--- config.mk ---
export PLATFORM = sky130hd
export DESIGN_NAME = hdc_classify_ctrl
export DESIGN_NICKNAME = d
export VERILOG_FILES = /design/src/rtl/hdc_pkg.sv /design/src/rtl/hdc_char_sel.sv /design/src/rtl/hdc_classify_ctrl.sv
export SDC_FILE = /design/constraint.sdc
export NUM_CORES = 1
export LEC_CHECK = 0
export ABC_AREA = 1
export BUFFER_PORTS_ARGS = -buffer_cell sky130_fd_sc_hd__buf_2
export CAP_MARGIN = 20
export CORE_AREA = 3 3 508 510
export CTS_BUF_LIST = sky130_fd_sc_hd__clkbuf_16
export DETAILED_ROUTE_END_ITERATION = 7
export DIE_AREA = 0 0 511 513
export SETUP_SLACK_MARGIN = 0.1
export SLEW_MARGIN = 25
export SYNTH_ARGS = -nofsm -noshare
export SYNTH_HDL_FRONTEND = slang
export SYNTH_HIERARCHICAL = 1
export SYNTH_SLANG_ARGS = --single-unit
--- constraint.sdc ---
create_clock -name clk -period 8.9 [get_ports clk]
set_input_delay 0.89 -clock clk [delete_from_list [all_inputs] [get_ports clk]]
set_output_delay 0.89 -clock clk [all_outputs]
set_load 0.005 [all_outputs]
--- src/rtl/hdc_pkg.sv ---
// Shared definitions for the HDC classifier: default sizes, result codes,
// controller state encoding and the final class decision.
package hdc_pkg;

    localparam int CHAR_W_DEF  = 8;
    localparam int MAX_LEN_DEF = 160;
    localparam int DIST_W_DEF  = 14;
    localparam int TIMEOUT_DEF = 1024;

    typedef enum logic [1:0] {
        RES_NONE = 2'b00,
        RES_HAM  = 2'b01,
        RES_SPAM = 2'b10,
        RES_ERR  = 2'b11
    } result_e;

    typedef enum logic [2:0] {
        ST_IDLE,
        ST_ENCODE,
        ST_THRESH,
        ST_CMP_HAM,
        ST_CMP_SPAM,
        ST_DONE
    } state_e;

    // Smaller Hamming distance wins; a tie goes to HAM.
    function automatic result_e classify(input logic [31:0] d_ham, input logic [31:0] d_spam);
        return (d_spam < d_ham) ? RES_SPAM : RES_HAM;
    endfunction

endpackage

--- src/rtl/hdc_char_sel.sv ---
// Combinational character picker: returns char idx of a packed message,
// where char 0 occupies the most significant CHAR_W bits.
module hdc_char_sel
    import hdc_pkg::*;
#(
    parameter int CHAR_W  = CHAR_W_DEF,
    parameter int MAX_LEN = MAX_LEN_DEF,
    parameter int IDX_W   = 8
) (
    input  logic [CHAR_W*MAX_LEN-1:0] msg,
    input  logic [IDX_W-1:0]          idx,
    output logic [CHAR_W-1:0]         ch
);

    always_comb begin
        ch = '0;
        for (int i = 0; i < MAX_LEN; i++) begin
            if (idx == IDX_W'(i)) begin
                ch = msg[CHAR_W*(MAX_LEN-i)-1 -: CHAR_W];
            end
        end
    end

endmodule

--- src/rtl/hdc_classify_ctrl.sv ---
// Sequencer for the HDC spam/ham classifier: encode chars, threshold, compare
// against HAM then SPAM class HVs, report label. Optional watchdog: HDC_CTRL_TIMEOUT_EN.
module hdc_classify_ctrl
    import hdc_pkg::*;
#(
    parameter int CHAR_W  = CHAR_W_DEF,
    parameter int MAX_LEN = MAX_LEN_DEF,
    parameter int DIST_W  = DIST_W_DEF,
    parameter int TIMEOUT = TIMEOUT_DEF
) (
    input  logic                      clk,
    input  logic                      reset,
    input  logic                      start,
    input  logic [CHAR_W*MAX_LEN-1:0] msg,
    input  logic [7:0]                length,
    output logic                      busy,
    output logic                      done,
    output logic [1:0]                result,
    output logic                      enc_valid,
    output logic [CHAR_W-1:0]         enc_char,
    output logic                      enc_first,
    input  logic                      enc_ready,
    output logic                      bundle_clr,
    output logic                      bundle_thresh,
    input  logic                      thresh_done,
    output logic                      cmp_start,
    output logic                      cmp_sel,
    input  logic                      cmp_done,
    input  logic [DIST_W-1:0]         cmp_dist
);

    state_e              state_q, state_d;
    logic [7:0]          idx_q, idx_d;
    logic [7:0]          len_q, len_d;
    logic [DIST_W-1:0]   d_ham_q, d_ham_d;
    logic [DIST_W-1:0]   d_spam_q, d_spam_d;
    result_e             result_q, result_d;
    logic                bundle_clr_q, bundle_clr_d;
    logic                bundle_thresh_q, bundle_thresh_d;
    logic                cmp_start_q, cmp_start_d;
    logic [CHAR_W-1:0]   sel_char;
    logic                wd_expire;
    result_e             result_now;

    hdc_char_sel #(
        .CHAR_W  (CHAR_W),
        .MAX_LEN (MAX_LEN),
        .IDX_W   (8)
    ) u_char_sel (
        .msg (msg),
        .idx (idx_q),
        .ch  (sel_char)
    );

    assign busy          = (state_q == ST_ENCODE) || (state_q == ST_THRESH) ||
                           (state_q == ST_CMP_HAM) || (state_q == ST_CMP_SPAM);
    assign done          = (state_q == ST_DONE);
    assign enc_valid     = (state_q == ST_ENCODE);
    assign enc_char      = enc_valid ? sel_char : '0;
    assign enc_first     = enc_valid && (idx_q == '0);
    assign cmp_sel       = (state_q == ST_CMP_SPAM);
    assign bundle_clr    = bundle_clr_q;
    assign bundle_thresh = bundle_thresh_q;
    assign cmp_start     = cmp_start_q;

    // An error code is already latched on entry to DONE; otherwise decide from the captured distances.
    assign result_now = (done && result_q == RES_NONE) ? classify(32'(d_ham_q), 32'(d_spam_q)) : result_q;
    assign result     = result_now;

    always_comb begin
        // NOTE: every _d gets a default before the case so no path leaves a latch behind.
        state_d         = state_q;
        idx_d           = idx_q;
        len_d           = len_q;
        d_ham_d         = d_ham_q;
        d_spam_d        = d_spam_q;
        result_d        = result_q;
        bundle_clr_d    = 1'b0;
        bundle_thresh_d = 1'b0;
        cmp_start_d     = 1'b0;

        case (state_q)
            ST_IDLE: begin
                if (start) begin
                    len_d        = length;
                    idx_d        = '0;
                    result_d     = RES_NONE;
                    bundle_clr_d = 1'b1;
                    if (length == '0 || int'(length) > MAX_LEN) begin
                        state_d  = ST_DONE;
                        result_d = RES_ERR;
                    end else begin
                        state_d  = ST_ENCODE;
                    end
                end
            end
            ST_ENCODE: begin
                if (enc_ready) begin
                    if (idx_q == len_q - 8'd1) begin
                        state_d         = ST_THRESH;
                        bundle_thresh_d = 1'b1;
                    end else begin
                        idx_d = idx_q + 8'd1;
                    end
                end else if (wd_expire) begin
                    state_d  = ST_DONE;
                    result_d = RES_ERR;
                end
            end
            ST_THRESH: begin
                // thresh_done is ignored while the threshold pulse itself is out.
                if (!bundle_thresh_q && thresh_done) begin
                    state_d     = ST_CMP_HAM;
                    cmp_start_d = 1'b1;
                end else if (wd_expire) begin
                    state_d  = ST_DONE;
                    result_d = RES_ERR;
                end
            end
            ST_CMP_HAM: begin
                if (!cmp_start_q && cmp_done) begin
                    d_ham_d     = cmp_dist;
                    state_d     = ST_CMP_SPAM;
                    cmp_start_d = 1'b1;
                end else if (wd_expire) begin
                    state_d  = ST_DONE;
                    result_d = RES_ERR;
                end
            end
            ST_CMP_SPAM: begin
                if (!cmp_start_q && cmp_done) begin
                    d_spam_d = cmp_dist;
                    state_d  = ST_DONE;
                end else if (wd_expire) begin
                    state_d  = ST_DONE;
                    result_d = RES_ERR;
                end
            end
            ST_DONE: begin
                result_d = result_now;
                state_d  = ST_IDLE;
            end
            default: state_d = ST_IDLE;
        endcase
    end

    always_ff @(posedge clk or posedge reset) begin
        if (reset) begin
            state_q         <= ST_IDLE;
            idx_q           <= '0;
            len_q           <= '0;
            d_ham_q         <= '0;
            d_spam_q        <= '0;
            result_q        <= RES_NONE;
            bundle_clr_q    <= 1'b0;
            bundle_thresh_q <= 1'b0;
            cmp_start_q     <= 1'b0;
        end else begin
            // NOTE: non-blocking so every flop samples the pre-edge values of its peers.
            state_q         <= state_d;
            idx_q           <= idx_d;
            len_q           <= len_d;
            d_ham_q         <= d_ham_d;
            d_spam_q        <= d_spam_d;
            result_q        <= result_d;
            bundle_clr_q    <= bundle_clr_d;
            bundle_thresh_q <= bundle_thresh_d;
            cmp_start_q     <= cmp_start_d;
        end
    end

`ifdef HDC_CTRL_TIMEOUT_EN
    localparam int WD_W = $clog2(TIMEOUT + 1);

    logic [WD_W-1:0] wd_cnt_q, wd_cnt_d;

    // Restarts on every state change and every accepted char, so each wait is timed separately.
    always_comb begin
        wd_cnt_d = wd_cnt_q + WD_W'(1);
        if (!busy || state_d != state_q || (enc_valid && enc_ready)) begin
            wd_cnt_d = '0;
        end
    end

    assign wd_expire = busy && (wd_cnt_q == WD_W'(TIMEOUT - 1));

    always_ff @(posedge clk or posedge reset) begin
        if (reset) begin
            wd_cnt_q <= '0;
        end else begin
            wd_cnt_q <= wd_cnt_d;
        end
    end
`else
    assign wd_expire = 1'b0;
`endif

endmodule

==> results of run 1 <==
-- sequential cells by signal (all words and copies together) (netlist names) --
name,count
cmp_start,1
d_spam_q,14
result_q,2
idx_q,8
bundle_thresh,1
d_ham_q,14
len_q,8
bundle_clr,1
state_q,3
-- cell usage in the layout, fill, tap and decap left out, types with 4 or more instances in the layout --
| cell | count |
|---|---|
| buf_12 | 38 |
| buf_6 | 39 |
| nor2_2 | 47 |
| nor3_1 | 8 |
| buf_4 | 351 |
| buf_2 | 1322 |
| nand4_1 | 255 |
| diode_2 | 61 |
| o21ai_1 | 14 |
| nor2_1 | 359 |
| o31ai_1 | 9 |
| nand2_2 | 86 |
| nand3_2 | 28 |
| nand2_4 | 24 |
| clkinv_1 | 6 |
| xor2_1 | 6 |
| o22ai_1 | 4 |
| nor2_4 | 17 |
| clkbuf_16 | 5 |
| a21oi_1 | 158 |
| o21ai_0 | 123 |
| nand2_1 | 1278 |
| inv_2 | 48 |
| inv_1 | 473 |
| or2_2 | 115 |
| nand3_1 | 74 |
| ha_1 | 16 |
| dfrtp_1 | 50 |
| nand3_4 | 9 |
-- power by group through the flow --
stage	Clock, mW	Sequential, mW	Combinational, mW
2_1_floorplan	0	0.382	1.28
3_3_place_gp	0	0.392	3.73
3_5_place_dp	0	0.393	3.72
4_1_cts	0.223	0.389	3.99
5_1_grt	0.233	0.402	4.26
6_report	0.223	0.392	3.87
-- worst min-delay path, cell delays in order (launching register included) --
cell	delay, ps
dfrtp_1	350
nand2_1	50
o21ai_0	60
-- routing by layer --
| metal | vias up | share of wire (%) | GRT usage (%) |
|---|---|---|---|
| met3 | 369 | 7.1 | 3.65 |
| met5 | - | 0.16 | 0 |
| met1 | 13500 | 42 | 20.5 |
| met2 | 1688 | 46 | 28.4 |
| met4 | 54 | 4.8 | 6.44 |
| li1 | 13800 | - | - |
-- kinds of logic (layout without fill, tap and decap cells) --
kind of cell | after synthesis | count (layout) | synth area share (%)
flops | 52 | 52 | 8.51
buf+inv | 570 | 2289 | 14.2
xor+xnor | 8 | 8 | 0.458
fa+ha+maj | 16 | 16 | 1.31
compound gates | 318 | 318 | 10.8
simple gates | 2311 | 2311 | 64.7
other cells | 0 | 61 | 0
-- per-stage QoR --
step | instance area (sq um) | std cells
finish | 31000 | 8421
detailed placement | 29600 | 8341
floorplan | 15300 | 3275
global placement | 29600 | 8341
CTS | 30500 | 8355
global route | 30900 | 8388
-- final timing paths --
check	startpoint	to	slack (ps)
worst min-delay path	d_spam_q[0]	d_spam_q[0]	490
worst min register to register	d_spam_q[0]	d_spam_q[0]	490
worst max register to register	state_q[2]	idx_q[0]	6580
max in group asynchronous	reset	d_spam_q[0]	7570
min in group asynchronous	reset	idx_q[1]	780
worst max-delay path	idx_q[3]	enc_char[2]	-3210
-- area by class of cell --
| cell class | instances | share of cell area [%] |
|---|---|---|
| diodes | 61 | 0.493 |
| clock buffers | 5 | 0.404 |
| clock inverters | 3 | 0.109 |
| inverters | 531 | 6.52 |
| multi-input cells | 2653 | 40.9 |
| flip-flops and latches | 52 | 4.21 |
| well taps | 3366 | 13.6 |
| repair buffers | 1750 | 33.8 |
-- timing repair --
item | CTS | global route
hold endpoints to repair | 0 | 0
setup endpoints to repair | 8 | 8
pin swaps | 87 | 117
gates resized for setup | 194 | 75
setup buffers | 6 | 5
gates cloned | 0 | 0
==> flow_metrics.py, run 1 <==
metrics = {
    "run_status": {
        "status": "finished with violations",
        "violations_in_the_final_reports": "setup timing",
    },
    "synthesis": {
        "synthTopCellsByArea": "nand2_1 34%, inv_1 12%, nand4_1 10%, nor2_1 10%, dfrtp_1 8.5%",
        "synthesis.area_per_instance_sq_um": 4.67,
        "synth_fp_nets": 4599,
        "ffs_w_async_s_r_synth_pct": 100,
        "synth_common_cells": "1377 x nand2_1, 482 x inv_1, 410 x nor2_1",
        "count_of_flip_flops_with_a_built_in_enable_after_synthesis": 0,
        "yosys_warnings": 6,
        "synth_flop_cell": "dfrtp_1",
        "ys_seq_area_share_pct": 8.51,
        "syn_area_sq_um": 15300,
        "synth_most_common_cell": "nand2_1",
        "ys_seq_elements": 52,
        "synth_cells": 3275,
        "post_synthesis_cell_type_with_the_largest_combined_area": "nand2_1",
        "synth.lib_cells_used.distinct": 40,
        "post-synth-top-area-fraction_pct": 33.8,
    },
    "power_and_ir_drop": {
        "p_seq_share_pct": 8.7,
        "cellLeakagePower_nw": 14.7,
        "power_frac_clock_pct": 5.0,
        "comb_power_share_pct": 86.3,
        "power.share.switching_pct": 57.9,
        "internal-power_mw": 1.89,
        "total_power_mw": 4.48,
        "pwr_density_cell_nw_per_um2": 145,
        "power.switching_mw": 2.60,
        "peakVddDrop_mv": 0.0967,
    },
    "global_routing": {
        "grt.overflow.total": 0,
        "grt_usage_pct": 16.7,
        "first_global_vias": 29500,
        "antenna_found_initial": 153,
        "grt_pass1_wl_um": 290000,
        "grt_start_max_net_pins": 53,
    },
    "worst_setup_path": {
        "critical-path-slowest-cell": "dfrtp_1",
        "arrival_time_of_data_at_the_critical_path_endpoint_ps": 11220,
        "timing.setup.critical_path_class": "reg2out",
        "reg2reg_depth": 7,
        "critical_path_required_ps": 8010,
        "critical_path.top_delay_family": "simple AND/OR/NAND/NOR gates",
        "critical_path_buf_inv_count": 16,
        "critical_path.max_stage_delay_ps": 420,
        "worstSetupEndpointType": "output pin",
        "timing.critical_path.fanout_max": 4,
        "critPathLaunchType": "flop",
        "critical_path.most_common_cell": "nand4_1",
        "cp.depth": 91,
    },
    "sta": {
        "timing.final.crit_period_ps": 12110,
        "min_period_over_period_pct": 136,
        "layout_setup_ws_ps": -3210,
        "fin_setup_tns_ps": -23440,
        "fmax_mhz": 82.6,
        "finalHoldWorstSlack_ps": 486,
        "slew_viol_final": 0,
        "max_slew.worst_pin.slew_ps": 1080,
        "hold_viol_final": 0,
        "slew-limit-headroom_pct": 27.7,
        "rsz0062_at_grt": "true",
        "finClkSkew_ps": 14.3,
        "setup_violating_endpoint_count_in_the_final_report": 8,
    },
    "cts": {
        "clock_tree.buffer_depth": 2,
        "total_clock_buffers_created_by_cts": 5,
        "hold_buffers": 0,
        "clk_pin_slew_ps": 80,
        "clockRootBuffer": "clkbuf_16",
        "worst_skew_pair.late_latency_ps": 330,
        "cts.htree.levels": 2,
        "clock-sinks": 52,
        "tritoncts_clock_tree": "yes",
    },
    "drt": {
        "drt-vias-per-instance": 3.50,
        "drt_pass1_iterations": 5,
        "drc": 0,
        "violation_count_after_the_first_detailed_routing_iteration": 2250,
        "drt_wl_total_um": 231000,
        "vias": 29500,
        "routed_wire_length_per_instance_um": 27.4,
        "ant_nets": 0,
    },
    "floorplan": {
        "die_w_um": 511,
        "placeable_core_region_sq_um": 254000,
        "fp.dieH_um": 513,
        "num_ports": 1326,
        "die_area_sq_um": 262000,
        "num_rows": 185,
        "floorplan.initialDensity_pct": 6.02,
    },
    "layout": {
        "areaGrowthSynthToFinish_pct": 102,
        "finalNetCount": 6317,
        "multiInputGateArea_sq_um": 12700,
        "final_core_utilization_pct": 12.2,
        "nFillCells": 30500,
        "layout-drive-gt1-share_pct": 43.0,
        "final-seq-area_sq_um": 1300,
    },
    "run": {
        "maxCapViolCount": 0,
    },
    "placed_design": {
        "placement.io_buffers": 1325,
        "place_congestion": 0.999,
        "dp_slack_ps": -4370,
        "dp.final_hpwl_um": 212000,
    },
    "hold_path": {
        "hp-class": "reg2reg",
        "holdPathStages": 2,
    },
}
No activity file was read; power rests on OpenSTA's default activity.
==> inputs of run 2 (changes only) <==
SETUP_SLACK_MARGIN = not set   (was 0.1)
SKIP_CTS_REPAIR_TIMING = 1   (was not set)
==> run 2 against run 1 <==
  * The flow still finishes with violations (setup timing)
  * Non-clock buffer count is 2 higher
  * Sequential power hardly changed
  * Register-to-register slack improved by 70 ps
  * Hold slack worse by 1.3 ps
  * Critical path type unchanged
  * Die area did not move
  * Total power decreased by 0.29%
  * Utilization fell by 0.086 points
==> flow_metrics.py, run 2 (synthesis results as in run 1) <==
metrics = {
    "run_status": {
        "status": "finished with violations",
        "violations_in_the_final_reports": "setup timing",
    },
    "placed_design": {
        "placement.io_buffers": 1325,
        "dp_slack_ps": -4370,
        "dp.final_hpwl_um": 212000,
        "place_congestion": 0.999,
    },
    "sta": {
        "rsz0062_at_grt": "true",
        "slew_viol_final": 0,
        "fmax_mhz": 79.9,
        "hold_viol_final": 0,
        "min_period_over_period_pct": 141,
        "layout_setup_ws_ps": -3620,
        "finalHoldWorstSlack_ps": 485,
        "timing.final.crit_period_ps": 12520,
        "fin_setup_tns_ps": -25640,
        "setup_violating_endpoint_count_in_the_final_report": 8,
        "finClkSkew_ps": 10.7,
        "max_slew.worst_pin.slew_ps": 1060,
        "slew-limit-headroom_pct": 29.4,
    },
    "worst_setup_path": {
        "setup.reg_to_reg.worst_slack_ps": 6650,
        "critical_path.most_common_cell": "nand4_1",
        "critical_path.top_delay_family": "simple AND/OR/NAND/NOR gates",
        "critical_path_required_ps": 8010,
        "critical_path_buf_inv_count": 14,
        "worstSetupEndpointType": "output pin",
        "critical-path-slowest-cell": "dfrtp_2",
        "arrival_time_of_data_at_the_critical_path_endpoint_ps": 11630,
        "timing.setup.critical_path_class": "reg2out",
        "timing.critical_path.fanout_max": 5,
        "critPathLaunchType": "flop",
        "critical_path.max_stage_delay_ps": 460,
    },
    "run": {
        "maxCapViolCount": 0,
    },
    "layout": {
        "largest_registers": "d_ham_q: 14 flops, d_spam_q: 14 flops",
        "final_core_utilization_pct": 12.1,
        "areaGrowthSynthToFinish_pct": 101,
        "layout-drive-gt1-share_pct": 42.4,
        "nFillCells": 30500,
        "top_library_cells_by_usage_in_the_layout_fill_and_taps_aside": "1323 x buf_2, 1299 x nand2_1, 473 x inv_1",
        "layout_commonest_cell": "buf_2",
        "finalNetCount": 6319,
    },
    "cts": {
        "clockRootBuffer": "clkbuf_16",
        "clock-sinks": 52,
        "cts.htree.levels": 2,
        "total_clock_buffers_created_by_cts": 5,
        "tritoncts_clock_tree": "yes",
        "clk_pin_slew_ps": 80,
        "worst_skew_pair.late_latency_ps": 320,
        "clock_tree.buffer_depth": 2,
    },
    "drt": {
        "drt_wl_total_um": 231000,
        "drt_pass1_iterations": 5,
        "drc": 0,
        "drt-vias-per-instance": 3.50,
        "violation_count_after_the_first_detailed_routing_iteration": 2420,
        "vias": 29400,
        "routed_wire_length_per_instance_um": 27.4,
        "ant_nets": 0,
    },
    "floorplan": {
        "num_rows": 185,
        "die_area_sq_um": 262000,
        "die_w_um": 511,
        "floorplan.initialDensity_pct": 6.02,
        "placeable_core_region_sq_um": 254000,
        "num_ports": 1326,
        "fp.dieH_um": 513,
    },
    "global_routing": {
        "grt_start_max_net_pins": 53,
        "grt_usage_pct": 16.7,
        "grt.overflow.total": 0,
        "antenna_found_initial": 147,
        "first_global_vias": 29300,
        "grt_pass1_wl_um": 289000,
    },
    "power_and_ir_drop": {
        "cellLeakagePower_nw": 14.7,
        "peakVddDrop_mv": 0.0960,
        "total_power_mw": 4.47,
        "pwr_density_cell_nw_per_um2": 145,
    },
    "hold_path": {
        "hp-class": "reg2reg",
    },
}
## run 2: changes by cell type in the layout (fill, tap and decap cells not counted), sizes merged
cell and delta:
buf +2, diode -1
## run 2: path summary, 6_finish.rpt
path / cells past startpoint / start / to
min in group asynchronous: 3 / reset / idx_q[1]
max in group asynchronous: 3 / reset / d_spam_q[0]
min reg2reg: 2 / d_spam_q[0] / d_spam_q[0]
max reg2reg: 7 / state_q[2] / idx_q[0]
max: 101 / idx_q[1] / enc_char[3]
min: 2 / d_spam_q[0] / d_spam_q[0]
## run 2: layer usage
metal  global-route usage, %  up-vias  routed length (um)
met3                    3.39      375               15900
li1                        -    13800                   -
met5                       0        -                 309
met1                    20.7    13600               96500
met2                    28.3     1634              106000
met4                    6.47       50               11800
## run 2: metrics by stage
stage	cells	area [sq um]
after floorplan	3275	15300
after global placement	8341	29600
after detailed placement	8341	29600
after CTS	8349	29800
after global routing	8388	30700
final	8422	30700
## run 2: area by class of cell
class	count	area, sq um	share of cell area [%]
clock inverter	3	33.8	0.110
antenna	60	150	0.489
multi-input combinational	2653	12500	40.6
clock buffer	5	125	0.407
tap	3366	4210	13.7
sequential	52	1300	4.24
timing repair buffer	1752	10400	33.9
inverter	531	2020	6.58
## run 2: worst register-to-register path, delay by kind of cell (launching register included)
family,cells,cell delay (ps)
simple gates,4,770
flops,1,430
buf+inv,2,420
compound gates,1,530
## run 2: power by group
group          internal, mW  switching [mW]  total (mW)
clock network         0.109           0.111       0.220
registers             0.329          0.0635       0.392
logic                  1.45            2.41        3.86
